<file path="src/rtl/rv32i_pkg.sv">
// Shared RV32I pipeline definitions.
// Forwarding encodings, hazard FSM states and the forward select helper.
package rv32i_pkg;

   localparam logic [1:0] FWD_RF  = 2'b00;
   localparam logic [1:0] FWD_MEM = 2'b10;
   localparam logic [1:0] FWD_WB  = 2'b01;

   typedef enum logic [1:0] {
      RUN,
      MEM_WAIT,
      HALT
   } hz_state_t;

   // EX/MEM result is younger than MEM/WB, so it wins.
   function automatic logic [1:0] fwd_sel(
      input logic [4:0] rs,
      input logic [4:0] mem_rd,
      input logic       mem_we,
      input logic [4:0] wb_rd,
      input logic       wb_we
   );
      logic [1:0] sel;
      sel = FWD_RF;
      if (mem_we && (mem_rd != 5'd0) && (mem_rd == rs))
         sel = FWD_MEM;
      else if (wb_we && (wb_rd != 5'd0) && (wb_rd == rs))
         sel = FWD_WB;
      return sel;
   endfunction

endpackage

</file>
<file path="src/rtl/forward_unit.sv">
// EX operand forwarding select.
// Purely combinational; independent of the hazard FSM.
module forward_unit
   import rv32i_pkg::*;
(
   input  logic [4:0] ex_rs1,
   input  logic [4:0] ex_rs2,
   input  logic [4:0] mem_rd,
   input  logic       mem_reg_write,
   input  logic [4:0] wb_rd,
   input  logic       wb_reg_write,
   output logic [1:0] forward_a,
   output logic [1:0] forward_b
);

   // Pick the youngest in-flight producer for each EX source.
   always_comb begin
      forward_a = fwd_sel(ex_rs1, mem_rd, mem_reg_write,
                          wb_rd, wb_reg_write);
      forward_b = fwd_sel(ex_rs2, mem_rd, mem_reg_write,
                          wb_rd, wb_reg_write);
   end

endmodule

</file>
<file path="src/rtl/hazard_ctrl.sv">
// Pipeline hazard controller: stalls, flushes, memory freeze,
// forwarding selects, perf counters and memory-wait timeout.
module hazard_ctrl
   import rv32i_pkg::*;
#(
   parameter int MEM_TIMEOUT = 64,
   parameter int CNT_W       = 32
) (
   input  logic             clk,
   input  logic             rst,
   input  logic [4:0]       id_rs1,
   input  logic [4:0]       id_rs2,
   input  logic             id_use_rs1,
   input  logic             id_use_rs2,
   input  logic [4:0]       ex_rs1,
   input  logic [4:0]       ex_rs2,
   input  logic [4:0]       ex_rd,
   input  logic             ex_reg_write,
   input  logic             ex_mem_read,
   input  logic             ex_redirect,
   input  logic [4:0]       mem_rd,
   input  logic             mem_reg_write,
   input  logic [4:0]       wb_rd,
   input  logic             wb_reg_write,
   input  logic             dmem_busy,
   output logic             pc_write,
   output logic             if_id_write,
   output logic             id_ex_write,
   output logic             ex_mem_write,
   output logic             if_id_flush,
   output logic             id_ex_flush,
   output logic [1:0]       forward_a,
   output logic [1:0]       forward_b,
   output logic [CNT_W-1:0] stall_count,
   output logic [CNT_W-1:0] flush_count,
   output logic             timeout_err
);

   localparam int WCW = $clog2(MEM_TIMEOUT + 1);
   localparam logic [WCW-1:0] WAIT_LAST = WCW'(MEM_TIMEOUT - 1);

   hz_state_t      state;
   hz_state_t      state_n;
   logic [WCW-1:0] wait_cnt;
   logic           wait_inc;
   logic           wait_clr;
   logic           stall_inc;
   logic           flush_inc;
   logic           timeout_set;
   logic           load_use;
   logic [1:0]     fwd_a_raw;
   logic [1:0]     fwd_b_raw;
   logic           unused_ok;

   // Load writes a register by definition; only the load flag matters.
   assign unused_ok = ex_reg_write;

   // A load in EX feeding the instruction in ID needs one bubble.
   assign load_use = ex_mem_read && (ex_rd != 5'd0) &&
                     ((id_use_rs1 && (id_rs1 == ex_rd)) ||
                      (id_use_rs2 && (id_rs2 == ex_rd)));

   forward_unit u_fwd (
      .ex_rs1       (ex_rs1),
      .ex_rs2       (ex_rs2),
      .mem_rd       (mem_rd),
      .mem_reg_write(mem_reg_write),
      .wb_rd        (wb_rd),
      .wb_reg_write (wb_reg_write),
      .forward_a    (fwd_a_raw),
      .forward_b    (fwd_b_raw)
   );

   assign forward_a = rst ? fwd_a_raw : FWD_RF;
   assign forward_b = rst ? fwd_b_raw : FWD_RF;

   // Next state and Mealy controls, highest priority first.
   always_comb begin
      state_n      = state;
      pc_write     = 1'b1;
      if_id_write  = 1'b1;
      id_ex_write  = 1'b1;
      ex_mem_write = 1'b1;
      if_id_flush  = 1'b0;
      id_ex_flush  = 1'b0;
      wait_inc     = 1'b0;
      wait_clr     = 1'b0;
      stall_inc    = 1'b0;
      flush_inc    = 1'b0;
      timeout_set  = 1'b0;
      if (!rst) begin
         pc_write     = 1'b0;
         if_id_write  = 1'b0;
         id_ex_write  = 1'b0;
         ex_mem_write = 1'b0;
         if_id_flush  = 1'b1;
         id_ex_flush  = 1'b1;
         state_n      = RUN;
      end else if (state == HALT) begin
         pc_write     = 1'b0;
         if_id_write  = 1'b0;
         id_ex_write  = 1'b0;
         ex_mem_write = 1'b0;
      end else if (dmem_busy) begin
         pc_write     = 1'b0;
         if_id_write  = 1'b0;
         id_ex_write  = 1'b0;
         ex_mem_write = 1'b0;
         wait_inc     = 1'b1;
         stall_inc    = 1'b1;
         if (wait_cnt == WAIT_LAST) begin
            state_n     = HALT;
            timeout_set = 1'b1;
         end else begin
            state_n = MEM_WAIT;
         end
      end else begin
         wait_clr = 1'b1;
         state_n  = RUN;
         if (ex_redirect) begin
            if_id_flush = 1'b1;
            id_ex_flush = 1'b1;
            flush_inc   = 1'b1;
         end else if (load_use) begin
            pc_write    = 1'b0;
            if_id_write = 1'b0;
            id_ex_flush = 1'b1;
            stall_inc   = 1'b1;
         end
      end
   end

   // State, wait counter, saturating perf counters, sticky timeout.
   always_ff @(posedge clk or negedge rst) begin
      if (!rst) begin
         state       <= RUN;
         wait_cnt    <= '0;
         stall_count <= '0;
         flush_count <= '0;
         timeout_err <= 1'b0;
      end else begin
         state <= state_n;
         if (wait_clr)
            wait_cnt <= '0;
         else if (wait_inc)
            wait_cnt <= wait_cnt + 1'b1;
         if (stall_inc && (stall_count != '1))
            stall_count <= stall_count + 1'b1;
         if (flush_inc && (flush_count != '1))
            flush_count <= flush_count + 1'b1;
         if (timeout_set)
            timeout_err <= 1'b1;
      end
   end

endmodule

</file>
<file path="config.mk">
export PLATFORM = sky130hd
export DESIGN_NAME = hazard_ctrl
export DESIGN_NICKNAME = d
export VERILOG_FILES = /design/src/rtl/rv32i_pkg.sv /design/src/rtl/forward_unit.sv /design/src/rtl/hazard_ctrl.sv
export SDC_FILE = /design/constraint.sdc
export NUM_CORES = 1
export LEC_CHECK = 0
export CAP_MARGIN = 5
export CORE_MARGIN = 2
export CORE_UTILIZATION = 51
export DETAILED_ROUTE_END_ITERATION = 8
export PLACE_DENSITY = 0.88
export SYNTH_ARGS = -nofsm -noshare
export SYNTH_HDL_FRONTEND = slang
export SYNTH_SLANG_ARGS = --single-unit
export TNS_END_PERCENT = 1
</file>
<file path="constraint.sdc">
create_clock -name clk -period 2.8 [get_ports clk]
set_input_delay 0.28 -clock clk [delete_from_list [all_inputs] [get_ports clk]]
set_output_delay 0.28 -clock clk [all_outputs]
set_load 0.01 [all_outputs]
</file>
==> results summary, run 1 <==
The async set or reset register ratio after synthesis is 1.00. The transition at the pin with the smallest max-transition slack is 0.675 ns. The horizontal die dimension is 93.3 um. Setup repair after global routing left no endpoint under its margin.

OpenSTA, run right after detailed placement, puts the worst setup slack at 0.0232 ns. The total clock buffers created by CTS came out at 9. Of the post-synthesis cell area, the part taken by muxes is 0.0178.

The per-cell routed wire length came out at 15.4 um. After synthesis, the netlist uses 51 different library cells. The count of TritonRoute iterations in the first routing pass is 4. The wire length of the first global-routing pass is 16200 um. The floorplan step set the die height to 93.3 um.

STA classifies the critical path startpoint as an input port. Setup violations remaining at the end of the flow were counted as 0. The area added between synthesis and finish came out at 37.2%. Between clock sinks in the finished design, the worst skew comes to 0.00998 ns. The final sum of negative setup slack came out at 0 ns.

The shortest clock period the worst path allows after layout is 2.70 ns. The initial cell density of the core came out at 0.526. The maximum level of the CTS H-tree is 3. The final-report max-slew violation count is 0. The number of warnings printed during yosys synthesis came out at 0.

The path with the worst hold slack has its endpoint at timeout_err$_DFFE_PN0P_. The worst reg2reg path depth is 6. The max-cap check violation count is 0. The final critical-path share of the clock period came out at 0.963. In this design, the critical path's most frequently occurring cell is sky130_fd_sc_hd__clkdlybuf4s50_1. The number of design-rule violations left by the first detailed-router iteration is 128. The latest clock arrival within the worst-skew pair came out at 0.35 ns.

By area, the combinational part of the netlist is dominated by simple AND/OR/NAND/NOR gates. The via count of the first global-routing pass is 3414. The hold violation count in the final report is 0. The detailed-route via count is 3452. The post-detailed-placement half-perimeter wirelength is 7290 um. The number of fill cells in the layout came out at 572. The number of enable-type register cells in the synthesized netlist came out at 0.

TritonCTS built the clock tree. The number of antenna violations at the first check in global routing came out at 0. Counting flops and latches in the post-synthesis netlist gives 74.

The kind of end point of the critical path is a primary output. CTS saw 74 sinks. The leakage dissipation is 2.42 nW. The worst-path maximum fanout is 3. The delay of the slowest cell on the worst path came out at 0.63 ns. Of the total synthesized cell area, the portion taken by full adders, half adders and majority gates is 0.00923. The placement-stage cell area came out at 0.00538 mm2. The total power density per cell area came out at 497 mW/mm2. The number of placement rows is 32.

The critical path arrival came out at 2.42 ns. The combined global-route utilization of all metal layers came out at 0.236. The total global routing overflow came out at 0. The startpoint of the most critical register-to-register path is stall_count[0]$_DFFE_PN0P_. The worst slack on hold paths is 0.495 ns. The total setup buffers inserted after CTS came out at 0.

Counting every net in the synthesized netlist gives 451. Across all register-to-register paths, the minimum setup slack is 0.35 ns. The detail-routed via count per cell came out at 5.43.

The number of design rule violations left after detail routing is 0. Synthesis handed over a netlist of 403 instances. The simple-gate portion of the synthesized area is 0.255. The clock-pin transition on the worst setup and hold timing paths is 0.07 ns. The mean cell area of the mapped netlist is 10.1 um2. The path category of the worst min-delay check is reg2reg. The detail route stage leaves a number of antenna-violating nets equal to 0. Routability-driven placement finished with a final weighted congestion of 0.815. The post-synthesis compound-gate area fraction is 0.0421. The start point of the worst hold path is timeout_err$_DFFE_PN0P_.

Counting instances, the worst hold path has a depth of 1. The normalized max-slew margin is 0.550. The area of all placed cells without fillers is 0.00558 mm2. In the post-route analysis, the smallest setup slack over all paths is 0.103 ns. Pin placement for this block handled 120 I/O pins. The flow ran to the end, and the final reports show no timing, DRC or antenna violations.

The routed wire length is 9770 um. The register area share after synthesis is 0.455. The endpoint identified for the worst register-to-register timing path is stall_count[28]$_DFFE_PN0P_. Port buffering added 118 buffers. Summing every instance area after synthesis gives 0.00407 mm2.

The deepest clock path buffer count came out at 2. The number of diodes added for antenna fixing came out at 0. The most used flip-flop cell after synthesis is sky130_fd_sc_hd__dfrtp_1. For this design, the slowest cell found on the critical path is sky130_fd_sc_hd__clkdlybuf4s50_1. In this run the clock root is driven by a sky130_fd_sc_hd__clkbuf_8.

The die area came out at 0.00871 mm2. The largest vdd supply drop is 0.000401 V. The achievable frequency came out at 0.371 GHz. The core outline area came out at 0.00773 mm2. The net total in the final layout is 578. The critical path in this run is classified as in2out. At the worst endpoint, the required time is 2.52 ns. The largest net degree at the start of global routing is 54. The synthesized-area fraction occupied by xor and xnor cells came out at 0.194. The fraction of final layout cells with drive strength greater than 1 came out at 0.0805. Traced cell by cell, the critical path runs through clkdlybuf4s50_1, xnor2_1, nand4_1, o22ai_1, nand2b_1, o311ai_1, clkdlybuf4s50_1.
[layer usage]
layer  GRT usage  up-vias  share of wire
li1            -     1666              -
met1       0.306     1637           0.43
met2       0.381      135           0.48
met3      0.0725       14          0.078
met4      0.0699        0          0.011
met5           0        -              0
[worst max-delay path, delay by kind of cell]
kind	cells	cell delay, ns
and+or+nand+nor	2	0.23
AOI/OAI and AO/OA	2	0.55
buffers and inverters	2	1.20
xor gates and xnor gates	1	0.15
[per-stage QoR]
stage | instances | util | power (mW)
floorplan | 403 | - | 1.61
global placement | 620 | 0.697 | 1.96
detailed placement | 620 | 0.697 | 1.99
CTS | 636 | 0.722 | 2.79
global route | 636 | 0.722 | 2.92
finish | 636 | 0.722 | 2.77
[power by group]
group,switching [mW],total (mW),internal [mW]
Clock,0.399,0.805,0.406
Combinational,0.268,0.637,0.369
Sequential,0.148,1.33,1.18
[cell usage in the layout (no fill, tap or decap), types with 2 or more instances in the layout]
master	instances
sky130_fd_sc_hd__xor2_1	56
sky130_fd_sc_hd__nor2b_1	2
sky130_fd_sc_hd__nand4_1	14
sky130_fd_sc_hd__nor2_1	22
sky130_fd_sc_hd__clkbuf_8	9
sky130_fd_sc_hd__and4_1	5
sky130_fd_sc_hd__and2_1	4
sky130_fd_sc_hd__nor4_1	10
sky130_fd_sc_hd__mux2_2	2
sky130_fd_sc_hd__inv_1	10
sky130_fd_sc_hd__nand2b_1	3
sky130_fd_sc_hd__clkdlybuf4s50_1	115
sky130_fd_sc_hd__nor3_2	4
sky130_fd_sc_hd__dlymetal6s2s_1	2
sky130_fd_sc_hd__nor4_4	2
sky130_fd_sc_hd__xnor2_1	34
sky130_fd_sc_hd__mux2_4	2
sky130_fd_sc_hd__or4_1	5
sky130_fd_sc_hd__o21ai_1	2
sky130_fd_sc_hd__o21ai_0	3
sky130_fd_sc_hd__dfrtp_1	74
sky130_fd_sc_hd__buf_4	9
sky130_fd_sc_hd__and3_1	5
sky130_fd_sc_hd__a31o_2	2
sky130_fd_sc_hd__a22o_1	4
sky130_fd_sc_hd__ha_1	3
sky130_fd_sc_hd__nor3b_1	4
sky130_fd_sc_hd__nand2_1	39
sky130_fd_sc_hd__nor3_1	27
sky130_fd_sc_hd__mux2i_1	2
sky130_fd_sc_hd__a21o_1	2
sky130_fd_sc_hd__nand3_1	30
sky130_fd_sc_hd__clkinv_2	2
[worst max path at each step]
stage | slack [ns] | end | from | depth (start not counted)
finish | 0.10 | id_ex_flush | ex_rd[2] | 7
detailed placement | 0.02 | forward_b[0] | mem_rd[1] | 6
CTS | 0.007 | forward_a[0] | mem_rd[1] | 6
global placement | 0.06 | forward_a[0] | mem_rd[1] | 6
floorplan | 0.80 | flush_count[22]$_DFFE_PN0P_ | flush_count[0]$_DFFE_PN0P_ | 8
global route | 0.02 | id_ex_flush | ex_rd[2] | 7
[timing repair]
action,4_1_cts,5_1_grt
setup endpoints to repair,0,3
endpoints found under the hold margin,21,0
hold buffers,1,0
resized for setup,0,4
[cells by family after synthesis]
kind of cell	Yosys count
xor gates and xnor gates	90
DFF	74
AOI/OAI and AO/OA	22
adders and majority gates	3
and+or+nand+nor	186
muxes	6
buffers and inverters	22
[layout make-up]
type,instances,area (um2),area share
clock buffers,10,128,0.0229
flip-flops and latches,74,1850,0.332
multi-input cells,307,2110,0.377
inverters,10,37.5,0.00672
repair buffers,128,1270,0.228
well taps,102,128,0.0229
clock inverters,5,56.3,0.0101
[synth_stat cells, types with 4 or more instances]
cell / n / area, um2
sky130_fd_sc_hd__a22o_1: 4 / 35.0
sky130_fd_sc_hd__and2_1: 4 / 25.0
sky130_fd_sc_hd__and3_1: 5 / 31.3
sky130_fd_sc_hd__and4_1: 5 / 43.8
sky130_fd_sc_hd__buf_2: 6 / 30.0
sky130_fd_sc_hd__dfrtp_1: 74 / 1850
sky130_fd_sc_hd__inv_1: 10 / 37.5
sky130_fd_sc_hd__nand2_1: 39 / 146
sky130_fd_sc_hd__nand3_1: 30 / 150
sky130_fd_sc_hd__nand4_1: 14 / 87.6
sky130_fd_sc_hd__nor2_1: 22 / 82.6
sky130_fd_sc_hd__nor3_1: 27 / 135
sky130_fd_sc_hd__nor3_2: 4 / 40.0
sky130_fd_sc_hd__nor3b_1: 4 / 30.0
sky130_fd_sc_hd__nor4_1: 10 / 62.6
sky130_fd_sc_hd__o21ai_0: 4 / 20.0
sky130_fd_sc_hd__or4_1: 5 / 37.5
sky130_fd_sc_hd__xnor2_1: 34 / 298
sky130_fd_sc_hd__xor2_1: 56 / 490
[registers in the layout, indices dropped and copies added (netlist names)]
signal	cells
wait_cnt	7
timeout_err	1
stall_count	32
state	2
flush_count	32
Power figures use the tool's default switching activity.
==> run 2, diff against run 1 <==
--- a/config.mk
+++ b/config.mk
@@ -7,10 +7,11 @@
 export LEC_CHECK = 0
 export CAP_MARGIN = 5
 export CORE_MARGIN = 2
-export CORE_UTILIZATION = 51
+export CORE_UTILIZATION = 60
 export DETAILED_ROUTE_END_ITERATION = 8
-export PLACE_DENSITY = 0.88
+export DONT_BUFFER_PORTS = 1
+export PLACE_DENSITY = 0.79
 export SYNTH_ARGS = -nofsm -noshare
 export SYNTH_HDL_FRONTEND = slang
 export SYNTH_SLANG_ARGS = --single-unit
-export TNS_END_PERCENT = 1
+export TNS_END_PERCENT = 30
==> run 2 against run 1 <==
Net effect:
- highest routed layer unchanged
- global-route usage shrank 0.76 points
- sequential cell count did not move
- design area down 22%
- sequential share of layout area rose by 9.3 points
- critical path depth rose by 1
- register-to-register slack improved by 0.16 ns
- hold slack got worse by 0.42 ns
- utilization down 6.9 points
- sequential power rose by 5%
- first-iteration DRC count fell by 15%
- non-clock buffer count fell by 121
==> results summary, run 2 (same netlist as run 1, synthesis figures left out) <==
The max-cap check violation count came out at 0 (unchanged). The largest net degree at the start of global routing is 75 (+39%). The net total in the final layout is 457 (-21%). The die area came out at 0.00745 mm2 (-14%). The horizontal die dimension is 86.3 um (-7.5%). The footprint of the multi-input gates was 0.00211 mm2 (unchanged).

The latest clock arrival within the worst-skew pair came out at 0.33 ns (-0.02 ns). The clock-pin transition on the worst setup and hold timing paths came to 0.08 ns (about the same). The kind of cell with the highest combined delay along the critical path is simple AND/OR/NAND/NOR gates.

The core outline area is 0.00668 mm2 (-14%). The hold violation count in the final report came out at 0 (unchanged). The total global routing overflow came to 0 (unchanged).

The detail-routed via count per cell was 6.06 (+12%). The worst setup path is of the reg2reg kind. The signal on the critical path passes through ha_1, inv_1, nor4_1, buf_4, and4_1, nand4b_1, nor3b_1, xor2_1.

Setup repair after global routing left no endpoint under its margin. The wire length of the first global-routing pass came out at 13700 um (-15%). The number of diodes added for antenna fixing is 0 (unchanged).

The worst-path maximum fanout came out at 12 (+9). The fraction of final layout cells with drive strength greater than 1 came out at 0.0944 (+0.0139). The count of TritonRoute iterations in the first routing pass came out at 4 (unchanged). The switching share of total power was 0.292 (-0.00219). The post-detailed-placement half-perimeter wirelength came to 6020 um (-17%).

The die height came out at 86.3 um (-7.5%). The quantity of gates resized following cts came out at 0 (unchanged). The deepest clock path buffer count came out at 2 (unchanged). The number of design rule violations left after detail routing came out at 0 (unchanged).

The area of all placed cells without fillers came out at 0.00436 mm2 (-22%). The number of buffers inserted by hold repair at cts came out at 2 (+1). The fraction of the core area covered by cells at the end of the flow came out at 0.653 (-0.0691). The total power density per cell area came out at 571 mW/mm2 (+15%). The final-report max-slew violation count came to 0 (unchanged).

The detailed-route via count is 2987 (-13%). The number of placement rows came out at 30 (-6.3%). The pre-CTS setup slack came out at 0.492 ns (+0.468 ns). The kind of end point of the critical path is a flip-flop. The required time of the worst setup path is 3.01 ns (+0.49 ns). The internal portion of total power is 1.76 mW (-9.9%). The placer's final routability congestion estimate was 0.821 (+0.64%). The shortest clock period the worst path allows after layout is 2.29 ns (-0.409 ns). In this run the worst hold path is classified as in2reg.

The proportion of power drawn by the clock network came out at 0.324 (+0.034). The maximum level of the CTS H-tree is 3 (unchanged). The worst setup path is launched from a flip-flop. The combined global-route utilization of all metal layers is 0.228 (-0.00763). The total area of sequential cells is 0.00185 mm2 (unchanged).

The largest registers in the layout are flush_count (32), stall_count (32), wait_cnt (7). The minimum setup slack in the final design is 0.512 ns (+0.409 ns). The switching power is 727 uW (-11%). The CTS tree is yes. The setup slack on the worst flop-to-flop path came out at 0.51 ns (+0.16 ns). The setup clock skew after layout came out at 0.00816 ns (-0.00182 ns). The normalized max-slew margin came out at 0.474 (-0.0763). The largest vdd supply drop is 0.000542 V (+35%). The achievable frequency came to 0.437 GHz (+18%). The sink count of the clock tree came out at 74 (unchanged). In this run the critical register-to-register path is launched from stall_count[0]$_DFFE_PN0P_. On the critical path, the stage with the largest delay is an instance of sky130_fd_sc_hd__dfrtp_1. The residual antenna-violating net count after detailed routing came out at 0 (unchanged). The area added between synthesis and finish is 7.29%. The routed wire length is 8260 um (-15%). The start point of the worst hold path is dmem_busy.

The count of buffers inserted at the top-level ports came to 0 (-100%). The sum of buffers and inverters on the critical path is 2 (unchanged). The final sum of negative setup slack came out at 0 ns (unchanged).

The number of top-level design ports is 120 (unchanged). The delay of the slowest cell on the worst path came out at 0.47 ns (-0.16 ns). The critical path arrival is 2.50 ns (+0.08 ns). The per-cell routed wire length is 16.8 um (+9.1%).

The number of fill cells in the layout came to 527 (-7.9%). The via count of the first global-routing pass came out at 3014 (-12%). Clock tree synthesis selected as its root buffer the cell sky130_fd_sc_hd__clkbuf_8.

The most critical setup path has its startpoint at stall_count[0]$_DFFE_PN0P_. The final critical-path share of the clock period is 0.817 (-0.146). The placement-stage cell area was 0.00413 mm2 (-23%). The leakage dissipation is 1.94 nW (-20%). The total clock buffers created by CTS came to 9 (unchanged).

The number of antenna violations at the first check in global routing came out at 0 (unchanged). The fraction of power consumed by sequential logic is 0.557 (+0.077). The flow ran to the end, and the final reports show no timing, DRC or antenna violations. The number of setup violations in the final report is 0 (unchanged). The initial cell density of the core came out at 0.609 (+0.0824). The combinational power share was 0.119 (-0.111). The number of design-rule violations left by the first detailed-router iteration came to 109 (-15%).

The total setup buffers inserted after CTS came out at 0 (unchanged). In the layout the commonest cells are 74 x sky130_fd_sc_hd__dfrtp_1, 56 x sky130_fd_sc_hd__xor2_1, 39 x sky130_fd_sc_hd__nand2_1, 34 x sky130_fd_sc_hd__xnor2_1, 30 x sky130_fd_sc_hd__nand3_1. The transition at the pin with the smallest max-transition slack is 0.779 ns (+0.105 ns).

Leaving out fill and tap cells, the most frequent cell in the layout is sky130_fd_sc_hd__dfrtp_1.
==> run 2: cell types whose count changed in the layout (fill, tap and decap cells not counted) <==
cell                              previous run  this run
sky130_fd_sc_hd__o21ai_1                     2         1
sky130_fd_sc_hd__buf_4                       9         5
sky130_fd_sc_hd__clkdlybuf4s50_1           115         0
sky130_fd_sc_hd__buf_12                      1         0
sky130_fd_sc_hd__o21ai_0                     3         4
sky130_fd_sc_hd__dlymetal6s2s_1              2         0
sky130_fd_sc_hd__inv_6                       0         1
sky130_fd_sc_hd__buf_16                      0         1
sky130_fd_sc_hd__clkinv_4                    1         0
sky130_fd_sc_hd__clkbuf_8                    9        10
sky130_fd_sc_hd__o311ai_1                    1         0
sky130_fd_sc_hd__o311ai_0                    0         1
sky130_fd_sc_hd__clkinv_2                    2         1
==> run 2: area by class of cell <==
| class | instances | share of cell area |
|---|---|---|
| clock inverter | 4 | 0.0118 |
| multi-input combinational | 307 | 0.483 |
| clock buffer | 11 | 0.0324 |
| inverter | 10 | 0.00860 |
| tap | 80 | 0.0229 |
| sequential | 74 | 0.424 |
| timing repair buffer | 7 | 0.0172 |
==> run 2: power by group through the flow <==
stage                     sequential [mW]  clock (mW)  combinational (mW)
after detailed placement             1.41           0               0.273
after CTS                            1.39       0.824               0.302
after global routing                 1.41       0.875               0.337
after global placement               1.40           0               0.258
after floorplan                      1.37           0               0.242
final                                1.39       0.808               0.296
==> run 2: metal layers <==
metal  vias up  global-route usage  wire length, um
met5         -                   0                0
met4         0              0.0838              118
met3        11              0.0771              612
met2       102               0.380             4140
met1      1451               0.275             3400
li1       1423                   -                -
==> run 2: metrics by stage <==
step / std cells / hold slack (ns) / power [mW]
after detailed placement: 476 / -0.0137 / 1.68
final: 493 / 0.0730 / 2.49
after floorplan: 403 / -0.0156 / 1.61
after global routing: 493 / 0.0673 / 2.62
after CTS: 493 / 0.0637 / 2.51
after global placement: 476 / -0.0136 / 1.66
==> run 2: worst reg2reg max path, stage by stage (launching register included) <==
cell	delay, ns
sky130_fd_sc_hd__dfrtp_1	0.47
sky130_fd_sc_hd__ha_1	0.21
sky130_fd_sc_hd__inv_1	0.06
sky130_fd_sc_hd__nor4_1	0.30
sky130_fd_sc_hd__buf_4	0.19
sky130_fd_sc_hd__and4_1	0.47
sky130_fd_sc_hd__nand4b_1	0.24
sky130_fd_sc_hd__nor3b_1	0.08
sky130_fd_sc_hd__xor2_1	0.15
==> run 2: path summary, 6_finish.rpt <==
path,end,cells after the start
worst max-delay path,stall_count[25]$_DFFE_PN0P_,8
worst min-delay path,wait_cnt[5]$_DFFE_PN0P_,2
worst max register to register,stall_count[25]$_DFFE_PN0P_,8
worst min register to register,wait_cnt[1]$_DFFE_PN0P_,2
max in group asynchronous,wait_cnt[6]$_DFFE_PN0P_,2
min in group asynchronous,stall_count[30]$_DFFE_PN0P_,2
